### config.mk
export PLATFORM = sky130hd
export DESIGN_NAME = uart_rx_fifo
export DESIGN_NICKNAME = d
export VERILOG_FILES = /design/src/rtl/uart_pkg.sv /design/src/rtl/sync_fifo.sv /design/src/rtl/uart_rx_fifo.sv
export SDC_FILE = /design/constraint.sdc
export NUM_CORES = 1
export LEC_CHECK = 0
export BUFFER_PORTS_ARGS = -buffer_cell sky130_fd_sc_hd__buf_2
export CAP_MARGIN = 20
export CORE_ASPECT_RATIO = 0.7
export CORE_MARGIN = 10
export CORE_UTILIZATION = 62
export CTS_CLUSTER_SIZE = 10
export DETAILED_ROUTE_END_ITERATION = 12
export PLACE_DENSITY_LB_ADDON = 0.1
export SYNTH_ARGS = -nofsm -noshare
export SYNTH_HDL_FRONTEND = slang
export SYNTH_SLANG_ARGS = --single-unit
### constraint.sdc
create_clock -name clk_in -period 3.8 [get_ports clk_in]
set_input_delay 0.19 -clock clk_in [delete_from_list [all_inputs] [get_ports clk_in]]
set_output_delay 0.19 -clock clk_in [all_outputs]
set_load 0.1 [all_outputs]
### src/rtl/uart_pkg.sv
// Shared types and constants for the UART receive path.
//   rx_state_t : receiver FSM states
//   PAR_*      : encodings of the PARITY parameter
package uart_pkg;

   typedef enum logic [2:0] {
      ST_IDLE,
      ST_START,
      ST_DATA,
      ST_PARITY,
      ST_STOP,
      ST_BREAK
   } rx_state_t;

   localparam int PAR_NONE = 0;
   localparam int PAR_EVEN = 1;
   localparam int PAR_ODD  = 2;

endpackage

### src/rtl/sync_fifo.sv
// First-word-fall-through synchronous FIFO. The head word is visible on
// rdata_o whenever the FIFO is not empty, and it reads as zero when empty.
//   clk_i, rst_n_i : clock, asynchronous active-low reset
//   push_i/wdata_i : write request and data. It is ignored when the FIFO is full
//                    and there is no pop.
//   pop_i          : remove the head word. It is ignored when the FIFO is empty.
//   rdata_o        : head word
//   count_o        : occupancy, 0..DEPTH
//   full_o/empty_o : occupancy flags
module sync_fifo #(
   parameter int WIDTH = 8,
   parameter int DEPTH = 16
) (
   input  logic                     clk_i,
   input  logic                     rst_n_i,
   input  logic                     push_i,
   input  logic [WIDTH-1:0]         wdata_i,
   input  logic                     pop_i,
   output logic [WIDTH-1:0]         rdata_o,
   output logic [$clog2(DEPTH):0]   count_o,
   output logic                     full_o,
   output logic                     empty_o
);

   localparam int AW = $clog2(DEPTH);
   localparam logic [AW:0] FULL_COUNT = (AW+1)'(DEPTH);

   logic [WIDTH-1:0] mem_q [DEPTH];
   logic [AW-1:0]    wr_ptr_q, wr_ptr_d;
   logic [AW-1:0]    rd_ptr_q, rd_ptr_d;
   logic [AW:0]      count_q, count_d;
   logic             do_push, do_pop;

   assign empty_o = (count_q == '0);
   assign full_o  = (count_q == FULL_COUNT);
   assign do_pop  = pop_i && !empty_o;
   // When the FIFO is full, a simultaneous pop frees the slot that the write lands in.
   assign do_push = push_i && (!full_o || do_pop);
   assign rdata_o = empty_o ? '0 : mem_q[rd_ptr_q];
   assign count_o = count_q;

   always_comb begin
      wr_ptr_d = wr_ptr_q;
      rd_ptr_d = rd_ptr_q;
      count_d  = count_q;
      if (do_push) wr_ptr_d = wr_ptr_q + 1'b1;
      if (do_pop)  rd_ptr_d = rd_ptr_q + 1'b1;
      case ({do_push, do_pop})
         2'b10:   count_d = count_q + 1'b1;
         2'b01:   count_d = count_q - 1'b1;
         default: count_d = count_q;
      endcase
   end

   always_ff @(posedge clk_i) begin
      if (do_push) mem_q[wr_ptr_q] <= wdata_i;
   end

   always_ff @(posedge clk_i or negedge rst_n_i) begin
      if (!rst_n_i) begin
         wr_ptr_q <= '0;
         rd_ptr_q <= '0;
         count_q  <= '0;
      end else begin
         wr_ptr_q <= wr_ptr_d;
         rd_ptr_q <= rd_ptr_d;
         count_q  <= count_d;
      end
   end

endmodule

### src/rtl/uart_rx_fifo.sv
// UART receiver with a FWFT receive FIFO and CTS flow control.
//   clk_in, rst_n_in     : clock, asynchronous active-low reset
//   rx_in                : asynchronous serial line, idles high
//   data_out/valid_out   : FIFO head word and its not-empty flag
//   ready_in             : consumer accepts the head word
//   cts_n_out            : low while the sender may transmit
//   frame_err_out        : one-cycle pulse on a bad stop bit
//   parity_err_out       : one-cycle pulse on a parity mismatch
//   overflow_out         : one-cycle pulse when a good word is dropped because the FIFO is full
//   count_out            : FIFO occupancy
//
// state     | meaning
// ----------+----------------------------------------------------------
// ST_IDLE   | line idle, waiting for a 1->0 edge
// ST_START  | checking the start bit at mid-bit
// ST_DATA   | shifting in DATA_BITS data bits, LSB first
// ST_PARITY | sampling the parity bit and latching the check result
// ST_STOP   | sampling the stop bit, then pushing or flagging the word
// ST_BREAK  | line held low after a framing error, waiting for idle
//
// The push and the error pulses are registered when the stop bit is sampled.
// They are high for the next cycle, and valid_out rises one cycle after the push.
module uart_rx_fifo
   import uart_pkg::*;
#(
   parameter int BAUD_COUNT = 645,
   parameter int DATA_BITS  = 8,
   parameter int PARITY     = 0,
   parameter int DEPTH      = 16,
   parameter int CTS_MARGIN = 4
) (
   input  logic                     clk_in,
   input  logic                     rst_n_in,
   input  logic                     rx_in,
   output logic [DATA_BITS-1:0]     data_out,
   output logic                     valid_out,
   input  logic                     ready_in,
   output logic                     cts_n_out,
   output logic                     frame_err_out,
   output logic                     parity_err_out,
   output logic                     overflow_out,
   output logic [$clog2(DEPTH):0]   count_out
);

   localparam int CW = $clog2(BAUD_COUNT);
   localparam int BW = $clog2(DATA_BITS + 1);
   localparam int AW = $clog2(DEPTH);
   localparam logic [CW-1:0] CNT_LAST  = CW'(BAUD_COUNT - 1);
   localparam logic [CW-1:0] CNT_MID   = CW'(BAUD_COUNT / 2);
   localparam logic [BW-1:0] BITS_LAST = BW'(DATA_BITS - 1);
   localparam logic [AW:0]   CTS_LEVEL = (AW+1)'(DEPTH - CTS_MARGIN);
   localparam logic          ODD_PAR   = (PARITY == PAR_ODD);

   logic                 sync1_q, rxs_q, rxs_prev_q;
   rx_state_t            state_q;
   logic [CW-1:0]        cnt_q;
   logic [BW-1:0]        bit_q;
   logic [DATA_BITS-1:0] shift_q;
   logic                 par_bad_q;
   logic                 push_q, frame_err_q, parity_err_q;
   logic                 cts_n_q;
   logic                 fifo_empty, fifo_full, pop_ok;

   // The synchroniser resets to the idle level, so reset never creates a start edge.
   always_ff @(posedge clk_in or negedge rst_n_in) begin
      if (!rst_n_in) begin
         sync1_q    <= 1'b1;
         rxs_q      <= 1'b1;
         rxs_prev_q <= 1'b1;
      end else begin
         sync1_q    <= rx_in;
         rxs_q      <= sync1_q;
         rxs_prev_q <= rxs_q;
      end
   end

   always_ff @(posedge clk_in or negedge rst_n_in) begin
      if (!rst_n_in) begin
         state_q      <= ST_IDLE;
         cnt_q        <= '0;
         bit_q        <= '0;
         shift_q      <= '0;
         par_bad_q    <= 1'b0;
         push_q       <= 1'b0;
         frame_err_q  <= 1'b0;
         parity_err_q <= 1'b0;
      end else begin
         push_q       <= 1'b0;
         frame_err_q  <= 1'b0;
         parity_err_q <= 1'b0;
         cnt_q        <= (cnt_q == CNT_LAST) ? '0 : cnt_q + 1'b1;
         unique case (state_q)
            ST_IDLE: begin
               if (rxs_prev_q && !rxs_q) begin
                  state_q <= ST_START;
                  cnt_q   <= '0;
               end
            end
            ST_START: begin
               if (cnt_q == CNT_MID) begin
                  cnt_q     <= '0;
                  bit_q     <= '0;
                  par_bad_q <= 1'b0;
                  state_q   <= rxs_q ? ST_IDLE : ST_DATA;
               end
            end
            ST_DATA: begin
               if (cnt_q == CNT_LAST) begin
                  shift_q <= {rxs_q, shift_q[DATA_BITS-1:1]};
                  bit_q   <= bit_q + 1'b1;
                  if (bit_q == BITS_LAST)
                     state_q <= (PARITY != PAR_NONE) ? ST_PARITY : ST_STOP;
               end
            end
            ST_PARITY: begin
               if (cnt_q == CNT_LAST) begin
                  par_bad_q <= ((^shift_q) ^ rxs_q) != ODD_PAR;
                  state_q   <= ST_STOP;
               end
            end
            ST_STOP: begin
               if (cnt_q == CNT_LAST) begin
                  if (!rxs_q) begin
                     // A framing error takes precedence over a parity failure.
                     frame_err_q <= 1'b1;
                     state_q     <= ST_BREAK;
                  end else if (par_bad_q) begin
                     parity_err_q <= 1'b1;
                     state_q      <= ST_IDLE;
                  end else begin
                     push_q  <= 1'b1;
                     state_q <= ST_IDLE;
                  end
               end
            end
            ST_BREAK: begin
               if (rxs_q) state_q <= ST_IDLE;
            end
            default: state_q <= ST_IDLE;
         endcase
      end
   end

   sync_fifo #(
      .WIDTH (DATA_BITS),
      .DEPTH (DEPTH)
   ) u_fifo (
      .clk_i   (clk_in),
      .rst_n_i (rst_n_in),
      .push_i  (push_q),
      .wdata_i (shift_q),
      .pop_i   (ready_in),
      .rdata_o (data_out),
      .count_o (count_out),
      .full_o  (fifo_full),
      .empty_o (fifo_empty)
   );

   assign valid_out      = !fifo_empty;
   assign pop_ok         = valid_out && ready_in;
   assign overflow_out   = push_q && fifo_full && !pop_ok;
   assign frame_err_out  = frame_err_q;
   assign parity_err_out = parity_err_q;

   always_ff @(posedge clk_in or negedge rst_n_in) begin
      if (!rst_n_in) cts_n_q <= 1'b0;
      else           cts_n_q <= (count_out >= CTS_LEVEL);
   end

   assign cts_n_out = cts_n_q;

endmodule

---- After elaboration in Yosys (flattened, before gate mapping) ----
Memory sizes are Yosys's and may differ from the RTL's.
Cells that the tools add are included.
W data, S select, Z words.
cells by class
  reduce and logical (&&, ||, !) cells .... 20
  $mul .................................... 0
  div/mod/pow operators ................... 0
  mux-type cells .......................... 35
  $add $sub $neg .......................... 6
  equal/unequal tests ..................... 18
  bitwise gates (word level) .............. 1
  shift-type cells ........................ 0
  $lt $le $gt $ge ......................... 1
operators with widths
  kind                     number
  $mux W10                 3
  $mux W3                  8
  $pmux W10 S2             1
  $pmux W3 S6              1
  $mux W1                  15
  $ne A2 B2 Y1 const B     7
  $add A4 B1 Y4 const B    3
  $add A10 B1 Y10 const B  1
  $eq A10 B10 Y1 const B   1
  $eq A10 B9 Y1 const B    1
  $pmux W5 S2              1
  $mux W4                  2
  $mux W8                  1
  $pmux W4 S2              1
  $reduce_xor A8 Y1        1
  $reduce_and A7 Y1        1
  $eq A3 B2 Y1 const B     2
  $eq A3 B3 Y1 const B     2
  $reduce_and A3 Y1        2
  $reduce_bool A2 Y1       3
  $add A5 B1 Y5 const B    1
  $eq A5 B5 Y1 const B     1
  $ge A5 B4 Y1 const B     1
  $logic_and A1 B1 Y1      5
  other kinds (13)         16
word-level totals
  output and inout bits ................... 18
  register bits after elaboration ......... 46
  bits of input ports ..................... 4
  memory bits (writable) .................. 128
  memory bits (read-only) ................. 0
  bits in latches ......................... 0
  memories ................................ 1
memory list
  memory        words  bits a word  read ports  clocked after memory_dff  wr ports  RTL line         source
  u_fifo.mem_q  16     8            1           0                         1         sync_fifo.sv:28  logic [WIDTH-1:0] mem_q [DEPTH];

---- Depth between registers and ports, before layout ----
Gate-level depths: netlist of run 1.
  depth after elaboration ................. 7
  depth in mapped cells ................... 15
  depth with buffers taken out ............ 12

---- Modules after synthesis ----
From an unflattened synthesis of run 1, not the netlist that was laid out.
unflattened totals
  cell total of the unflattened synthesis .. 463
  area, all modules ....................... 7,597.3 um^2
by module, submodules not included
  module        area each (um^2)  times used  seq. area each (um^2)  cells an instance
  sync_fifo     5,878.1           1           4,169.0                302
  uart_rx_fifo  1,719.1           1           829.5                  161

---- Worst setup path before layout of run 1 ----
OpenSTA, ideal clock, no wires.
  path kind ............................... reg2reg
  from .................................... reg u_fifo.count_q[1] (netlist: u_fifo.count_o[1])
  to ...................................... reg u_fifo.count_q[4] (netlist: u_fifo.count_o[4])
  arrival time ............................ 3.528 ns
  slack ................................... 0.109 ns
  data required time ...................... 3.637 ns
  cell stages (with the launch flop) ...... 16
  cells stage by stage .................... dfrtp_1 -> clkbuf_1 -> nor4_2 -> and2b_1 -> buf_8 -> nor2b_1 -> clkbuf_1 -> ha_1 -> clkbuf_1 -> xor2_1 -> ha_1 -> a21boi_1 -> o221ai_1 -> a21o_1 -> a21oi_1 -> xor2_1
on the way
  longest elaborated chain between the ends .. 7
RTL lines
  what                                               RTL line            source
  from (decl)                                        sync_fifo.sv:31     logic [AW:0] count_q, count_d;
  from (signal assigned)                             sync_fifo.sv:67     count_q <= count_d;
  $logic_not A5 Y1 *                                 sync_fifo.sv:34     assign empty_o = (count_q == '0);
  $logic_not A1 Y1 *                                 n/a
  $logic_and A1 B1 Y1 *                              n/a
  named net pop_ok                                   uart_rx_fifo.sv:62  logic fifo_empty, fifo_full, pop_ok;
  $logic_or A1 B1 Y1                                 sync_fifo.sv:38     assign do_push = push_i && (!full_o || do_pop);
  $logic_and A1 B1 Y1                                sync_fifo.sv:38
  $eq A2 B1 Y1 or $eq A2 B2 Y1 (tied branches)       sync_fifo.sv:48     case ({do_push, do_pop})
  $pmux W5 S2 or $reduce_bool A2 Y1 (tied branches)  n/a
Mark *: on every way through the listed nets, which the timed path passes. The rest lies on a longest branch.
A chain may end at the register's enable or synchronous reset.

---- Final worst setup path of run 1 ----
  from .................................... reg u_fifo.count_q[2] (netlist: u_fifo.count_o[2])
  to ...................................... reg u_fifo.count_q[4] (netlist: u_fifo.count_o[4])
on the way
  longest elaborated chain between the ends .. 7
RTL lines
  what                                               RTL line         source
  $logic_not A5 Y1                                   sync_fifo.sv:34
  $logic_not A1 Y1                                   sync_fifo.sv:36  assign do_pop = pop_i && !empty_o;
  $logic_and A1 B1 Y1                                sync_fifo.sv:36
  $logic_or A1 B1 Y1                                 sync_fifo.sv:38
  $logic_and A1 B1 Y1                                sync_fifo.sv:38
  $eq A2 B1 Y1 or $eq A2 B2 Y1 (tied branches)       sync_fifo.sv:48
  $pmux W5 S2 or $reduce_bool A2 Y1 (tied branches)  n/a
Parallel ways exist; a longest one is shown, timed or not.

==> run_results.csv, run 1 <==
group,metric,value,unit
synth,synth.avg_cell_area,17.3,um2
die,die_h,112,um
clock_tree,clk_path_buf_depth,2,
worst_setup_path,regToRegSetupSlack,0.66,ns
timing,min_period,3.14,ns
detailed_routing,wirelength,13800,um
synth,ys_seq_area_share,66.1,%
worst_setup_path,path_class,"reg -> reg",
clock_tree,cts.clk_slew.worst_paths,0.06,ns
global_routing,grt_max_degree,47,
finish,layout-drive-gt1-share,20.7,%
power,p_sw_share,31.2,%
timing,hold_viol,0,
timing,fin_crit_sh,82.7,%
clock_tree,htree_levels,4,
placed_design,port_buffers,21,
synth,yosysMostFrequentCell,"edfxtp_1",
synth,ys.flop_type,"edfxtp_1",
placed_design,gp_congestion,0.873,
detailed_routing,drc,0,
synth,ys_warn_count,0,
synth,yosysTopAreaCell,"edfxtp_1",
finish,finish.utilization,70.9,%
detailed_routing,drt_iter0_drc,382,
hold_path,worstHoldPathCells,3,
global_routing,grt_overflow,0,
die,dieArea,17100,um2
detailed_routing,routedWlPerCell,21.9,um
synth,synth-seq-cells,174,
synth,ys_top_cells_by_area,"edfxtp_1 51%, dfrtp_1 14%, mux4_1 6.6%",
clock_tree,cts_made_buffers,17,
worst_setup_path,arrival,3.48,ns
global_routing,grt_pass1_wl,22600,um
worst_setup_path,cp.required,4.14,ns
finish,nets,478,
global_routing,grt_pass1_vias,3890,
timing,finalSetupTns,0,ns
global_routing,antenna_found_initial,0,
timing,tightest_slew,0.803,ns
die,rows,33,
synth,ys_types,55,
worst_setup_path,cp-end-kind,"flop",
clock_tree,cts-root-buf,"clkbuf_16",
timing,clock_skew,0.0111,ns
synth,synth_fp_nets,453,
synth,synthArstFlopShare,26.4,%
timing,rsz0062_at_grt,"false",
power,p_comb_share,19.9,%
finish,syn_to_final_growth,10.7,%
worst_setup_path,reg2regPathDepth,11,
die,pin_count,22,
worst_setup_path,cp-endpoint,"u_fifo.count_o[4]",
worst_setup_path,crit_fanout,10,
worst_setup_path,r2r-start,"u_fifo.count_o[2]",
synth,synth_edf_count,128,
die,coreArea,11800,um2
die,fp.dieW,152,um
synth,syn-cell-area,7560,um2
outcome,outcome,"finished, final reports clean",
clock_tree,cts_tree,"done",
detailed_routing,drtAntennaViolNets,0,
synth,synthCells,436,
power,power.leakage,3.53,nW
timing,fmax,318,MHz
synth,yosysTopAreaCellShare,50.8,%
timing,finalMaxSlewViolations,0,
clock_tree,clock_latency,0.43,ns
clock_tree,cts_setup_buffers,0,
worst_setup_path,rr_endpoint,"u_fifo.count_o[4]",
worst_setup_path,startpoint,"u_fifo.count_o[2]",
timing,finalSetupViolCount,0,
finish,antennaDiodeCount,0,
power,p_clk_share,34.0,%
placed_design,dp_hpwl,9260,um
hold_path,hp-class,"in -> reg",
power,powerDensity,602,nW/um2
detailed_routing,via_per_inst,6.07,
detailed_routing,vias,3828,
global_routing,track_usage,16.8,%
synth,synth_common_cells,"128 x edfxtp_1, 43 x dfrtp_1, 21 x mux4_2",
die,initial_core_util,64.0,%
timing,relSlewSlack,46.1,%
power,p_int,3.47,mW
detailed_routing,first_pass_iters,5,
power,switchingPower,1.57,mW
power,ir_drop,0.725,mV
clock_tree,cts_sinks,174,
worst_setup_path,crit_path_start_kind,"flop",
power,share_seq_of_total_power,46.1,%
run,cap_violations,0,
==> state kept, by name, summed over array words and instances (netlist names), 3 cells and up <==
name	flops
u_fifo.mem_q	128
u_fifo.wr_ptr_q	4
u_fifo.rd_ptr_q	4
u_fifo.count_o	5
bit_q	4
cnt_q	10
shift_q	8
state_q	3
==> metrics by stage <==
stage	instance area (um2)	power [mW]	hold slack, ns	worst slack, ns	cells
after detailed placement	7750	3.37	0.305	0.719	597
after floorplan	7560	3.22	-0.106	0.109	436
after global placement	7750	3.35	0.295	0.918	597
after global routing	8370	5.25	0.289	0.378	631
final	8370	5.04	0.285	0.657	631
after CTS	8370	5.07	0.273	0.669	631
==> power by group through the flow <==
stage	registers, mW	clock network (mW)	logic, mW
after CTS	2.32	1.73	1.02
after global placement	2.35	0	0.996
final	2.32	1.71	1.00
after floorplan	2.47	0	0.744
after detailed placement	2.36	0	1.01
after global routing	2.35	1.82	1.09
==> per-layer routing <==
metal	routed length [um]	GRT usage, %
met5	0	0
met4	110	4.22
met3	659	4.81
met2	6250	24.3
met1	6800	24.8
==> placed cells by master (no fill, tap or decap), drive strengths merged, types with 2 or more instances in the layout <==
| cell type | count |
|---|---|
| nand3 | 5 |
| o21ai | 5 |
| nand2b | 4 |
| clkbuf | 21 |
| nand4 | 2 |
| edfxtp | 128 |
| inv | 23 |
| and2 | 11 |
| and4 | 2 |
| nand2 | 12 |
| clkinv | 3 |
| dfrtp | 43 |
| a31oi | 3 |
| xnor2 | 19 |
| dfstp | 3 |
| a21o | 3 |
| nor3 | 4 |
| xor2 | 10 |
| nor4 | 2 |
| a21oi | 6 |
| mux2 | 10 |
| or4 | 2 |
| o22ai | 7 |
| and3 | 13 |
| nor2 | 20 |
| mux4 | 40 |
| nor2b | 12 |
| ha | 13 |
| or3 | 3 |
| dlygate4sd3 | 2 |
| buf | 26 |
==> how the worst min path moves through the flow <==
stage / end / startpoint
after global routing: u_fifo.rd_ptr_q[0] / ready_in
final: u_fifo.rd_ptr_q[0] / ready_in
after CTS: u_fifo.rd_ptr_q[0] / ready_in
after detailed placement: sync1_q / rx_in
after floorplan: bit_q[0] / rst_n_in
after global placement: sync1_q / rx_in
==> critical path, stage by stage, from the launching register on <==
cell and delay, ns:
dfrtp_1 0.52, nor4_2 0.10, and2b_1 0.18, nor2b_1 0.44, ha_1 0.48, xor2_1 0.21, ha_1 0.21, a21boi_1 0.17
o221ai_1 0.17, a21o_1 0.21, a21oi_1 0.18, xor2_1 0.19
==> kinds of logic (layout without fill, tap and decap cells) <==
family	after synthesis	count (layout)	share of synthesized area [%]
flip-flops	174	174	66.1
buffers and inverters	38	76	2.91
AO/OA/AOI/OAI	33	33	2.93
adder cells (fa/ha/maj)	13	13	2.15
XOR/XNOR	29	29	3.36
multiplexers	51	51	14.5
AND/OR/NAND/NOR	98	98	8.06
==> layout make-up <==
cell class / count / area [um2]
inverter: 16 / 60.1
tap: 157 / 196
clock inverter: 11 / 90.1
clock buffer: 21 / 503
fill: 764 / 3440
sequential: 174 / 5000
timing repair buffer: 28 / 175
multi-input combinational: 224 / 2340
==> timing repair <==
| action | 4_1_cts | 5_1_grt |
|---|---|---|
| endpoints found under the hold margin | 44 | 0 |
| gates resized for setup | 0 | 0 |
| hold buffers | 2 | 0 |
Power figures use the tool's default switching activity.
==> run 2: changes to the inputs <==
--- a/config.mk
+++ b/config.mk
@@ -5,11 +5,12 @@
 export SDC_FILE = /design/constraint.sdc
 export NUM_CORES = 1
 export LEC_CHECK = 0
+export ABC_AREA = 1
 export BUFFER_PORTS_ARGS = -buffer_cell sky130_fd_sc_hd__buf_2
 export CAP_MARGIN = 20
 export CORE_ASPECT_RATIO = 0.7
 export CORE_MARGIN = 10
-export CORE_UTILIZATION = 62
+export CORE_UTILIZATION = 56
 export CTS_CLUSTER_SIZE = 10
 export DETAILED_ROUTE_END_ITERATION = 12
 export PLACE_DENSITY_LB_ADDON = 0.1
==> constraint.sdc (replaced) <==
create_clock -name clk_in -period 2.6 [get_ports clk_in]
set_input_delay 0.13 -clock clk_in [delete_from_list [all_inputs] [get_ports clk_in]]
set_output_delay 0.13 -clock clk_in [all_outputs]
set_load 0.1 [all_outputs]
==> run 2 against run 1 <==
  * Setup slack got worse by 0.54 ns
  * Die area increased by 11%
  * Sequential cell count unchanged
  * Global-route usage increased by 1.5 points
==> run_results.csv, run 2 <==
group,metric,value,unit
placed_design,dp_hpwl,11400,um
run,cap_violations,0,
worst_setup_path,startpoint,"u_fifo.rd_ptr_q[0]",
detailed_routing,drtAntennaViolNets,0,
synth,synth_common_cells,"256 x nand2_1, 128 x edfxtp_1, 120 x nand3_1",
die,pin_count,22,
finish,layout_common_cells,"255 x nand2_1, 128 x edfxtp_1, 119 x nand3_1",
finish,antennaDiodeCount,0,
worst_setup_path,rr_endpoint,"u_fifo.mem_q[14][4]",
worst_setup_path,cp.required,2.47,ns
synth,synth_top_family_by_area,"simple AND/OR/NAND/NOR gates",
die,die_h,118,um
synth,ys_types,34,
placed_design,dpl_cell_area,8170,um2
finish,mostFrequentLayoutCell,"nand2_1",
finish,layout-drive-gt1-share,14.2,%
worst_setup_path,crit_path_start_kind,"flop",
clock_tree,cts-root-buf,"clkbuf_16",
global_routing,antenna_found_initial,0,
worst_setup_path,path_cells,"clkinv_1 > buf_12 > nand2_1 > nand3_1 > nand3_1 > nand2_1 > nand2_1 > a21oi_2 > clkbuf_4",
finish,largest_register_ffs,128,
global_routing,grt_overflow,0,
timing,fin_crit_sh,95.6,%
clock_tree,cts.clk_slew.worst_paths,0.06,ns
synth,post_synth_fa_ha_maj_area_fraction,2.10,%
worst_setup_path,cp-end-kind,"output port",
clock_tree,cts_tree,"done",
outcome,outcome,"finished, final reports clean",
synth,synth.area.mux_share,0,%
worst_setup_path,critPathSlowestCell,"dfrtp_2",
detailed_routing,drt_iter0_drc,601,
clock_tree,clk_path_buf_depth,2,
clock_tree,cts_setup_buffers,0,
global_routing,grt_pass1_wl,27900,um
detailed_routing,drc,0,
placed_design,port_buffers,21,
worst_setup_path,critPathMaxStageDelay,0.52,ns
finish,fillCellCount,1000,
timing,finalSetupViolCount,0,
finish,syn_to_final_growth,14.7,%
clock_tree,clock_latency,0.42,ns
global_routing,track_usage,18.4,%
synth,synthXorXnorAreaFrac,2.49,%
global_routing,grt_max_degree,55,
synth,synth_edf_count,128,
timing,tightest_slew,0.839,ns
finish,design_area,8870,um2
synth,synthCells,749,
hold_path,worstHoldStart,"ready_in",
synth,ys_warn_count,0,
detailed_routing,routedWlPerCell,17.5,um
worst_setup_path,cpLargestDelayFamily,"buffers and inverters",
die,dieArea,19000,um2
worst_setup_path,arrival,2.36,ns
clock_tree,cts_sinks,174,
clock_tree,cts_made_buffers,17,
synth,yosysTopAreaCellShare,49.7,%
timing,hold_viol,0,
detailed_routing,vias,5384,
timing,fmax,402,MHz
die,rows,35,
power,ir_drop,0.513,mV
timing,rsz0062_at_grt,"true",
finish,nets,797,
worst_setup_path,cp-endpoint,"data_out[1]",
synth,syn-cell-area,7730,um2
die,initial_core_util,57.9,%
worst_setup_path,cp_common_cell,"nand2_1",
synth,synth.avg_cell_area,10.3,um2
timing,min_period,2.49,ns
synth,synth_fp_nets,766,
power,total_power,9.62,mW
detailed_routing,wirelength,17100,um
worst_setup_path,cp.buffers_inverters,3,
power,powerDensity,1080,nW/um2
synth,ys_top_cells_by_area,"edfxtp_1 50%, dfrtp_1 14%, nand2_1 12%",
placed_design,gp_congestion,0.800,
worst_setup_path,r2r-start,"u_fifo.count_o[4]",
finish,top_register,"u_fifo.mem_q",
synth,yosysTopAreaCell,"edfxtp_1",
hold_path,hp-class,"in -> reg",
synth,synth_compound_area_share,2.01,%
finish,top_regs,"u_fifo.mem_q: 128 flops, cnt_q: 10 flops, shift_q: 8 flops",
detailed_routing,first_pass_iters,5,
timing,clock_skew,0.0108,ns
worst_setup_path,crit_fanout,51,
worst_setup_path,reg2regPathDepth,6,
synth,synthArstFlopShare,26.4,%
worst_setup_path,path_class,"reg -> out",
die,fp.dieW,160,um
power,power.leakage,3.77,nW
detailed_routing,via_per_inst,5.51,
die,coreArea,13400,um2
timing,finalMaxSlewViolations,0,
worst_setup_path,regToRegSetupSlack,0.13,ns
synth,ys.flop_type,"edfxtp_1",
clock_tree,htree_levels,4,
synth,yosysMostFrequentCell,"nand2_1",
synth,synthSimpleGateAreaFrac,24.8,%
global_routing,grt_pass1_vias,5271,
worst_setup_path,crit_cells,9,
synth,synth-seq-cells,174,
synth,ys_seq_area_share,64.7,%
timing,relSlewSlack,44.1,%
-- run 2: cell types whose count changed after synthesis, moves of 14 or more --
cell / delta
mux4_2: -21
nand3_1: +115
mux4_1: -19
o21ai_0: +14
inv_1: +26
buf_2: +14
nand2_1: +244
nor2_1: +26
-- run 2: layout make-up --
class                   instances  area, um2  area share (%)
clock buffers                  17        425            4.80
repair buffers                 39        310            3.50
well taps                     185        231            2.61
flip-flops and latches        174       5020            56.6
multi-input cells             505       2530            28.6
clock inverters                15        184            2.07
inverters                      43        164            1.85
-- run 2: worst min-delay path by stage --
stage	to	slack, ns	cells past startpoint
2_1_floorplan	bit_q[0]	-0.17	0
6_report	u_fifo.rd_ptr_q[0]	0.06	3
3_5_place_dp	sync1_q	0.24	1
5_1_grt	u_fifo.rd_ptr_q[0]	0.08	3
4_1_cts	u_fifo.rd_ptr_q[0]	0.05	3
3_3_place_gp	sync1_q	0.24	1
-- run 2: routing by layer --
metal	global-route usage, %	routed length [um]	vias to the layer above
met5	0	0	-
met4	5.32	177	0
met3	3.50	1200	17
met2	27.4	7660	190
met1	26.7	8090	2603
li1	-	-	2574
-- run 2: repair_timing --
| action | CTS | global route |
|---|---|---|
| hold buffers | 2 | 0 |
| endpoints found under the setup margin | 0 | 41 |
| hold endpoints to repair | 35 | 0 |
| gates resized for setup | 0 | 24 |
-- run 2: power breakdown --
group	total (mW)	internal (mW)	switching (mW)
Clock	2.61	1.53	1.08
Sequential	3.29	3.11	0.184
Combinational	3.72	0.931	2.79
-- run 2: cells by family after synthesis --
group,Yosys count
adder cells (fa/ha/maj),13
flip-flops,174
buffers and inverters,70
XOR/XNOR,22
AO/OA/AOI/OAI,27
AND/OR/NAND/NOR,443
-- run 2: metrics by stage --
step | util (%) | hold slack, ns | setup WS, ns | TNS (ns) | cells
detailed placement | 61.1 | 0.240 | 0.0726 | 0 | 944
global route | 66.4 | 0.0758 | -0.00988 | -0.0962 | 978
global placement | 61.1 | 0.239 | 0.172 | 0 | 944
CTS | 65.9 | 0.0528 | 0.0116 | 0 | 978
finish | 66.4 | 0.0640 | 0.114 | 0 | 978
floorplan | - | -0.166 | 0.00131 | 0 | 749
-- run 2: worst min-delay path, cell delays in order --
cell and delay, ns:
buf_2 0.13, nand2_1 0.11, xor2_1 0.07
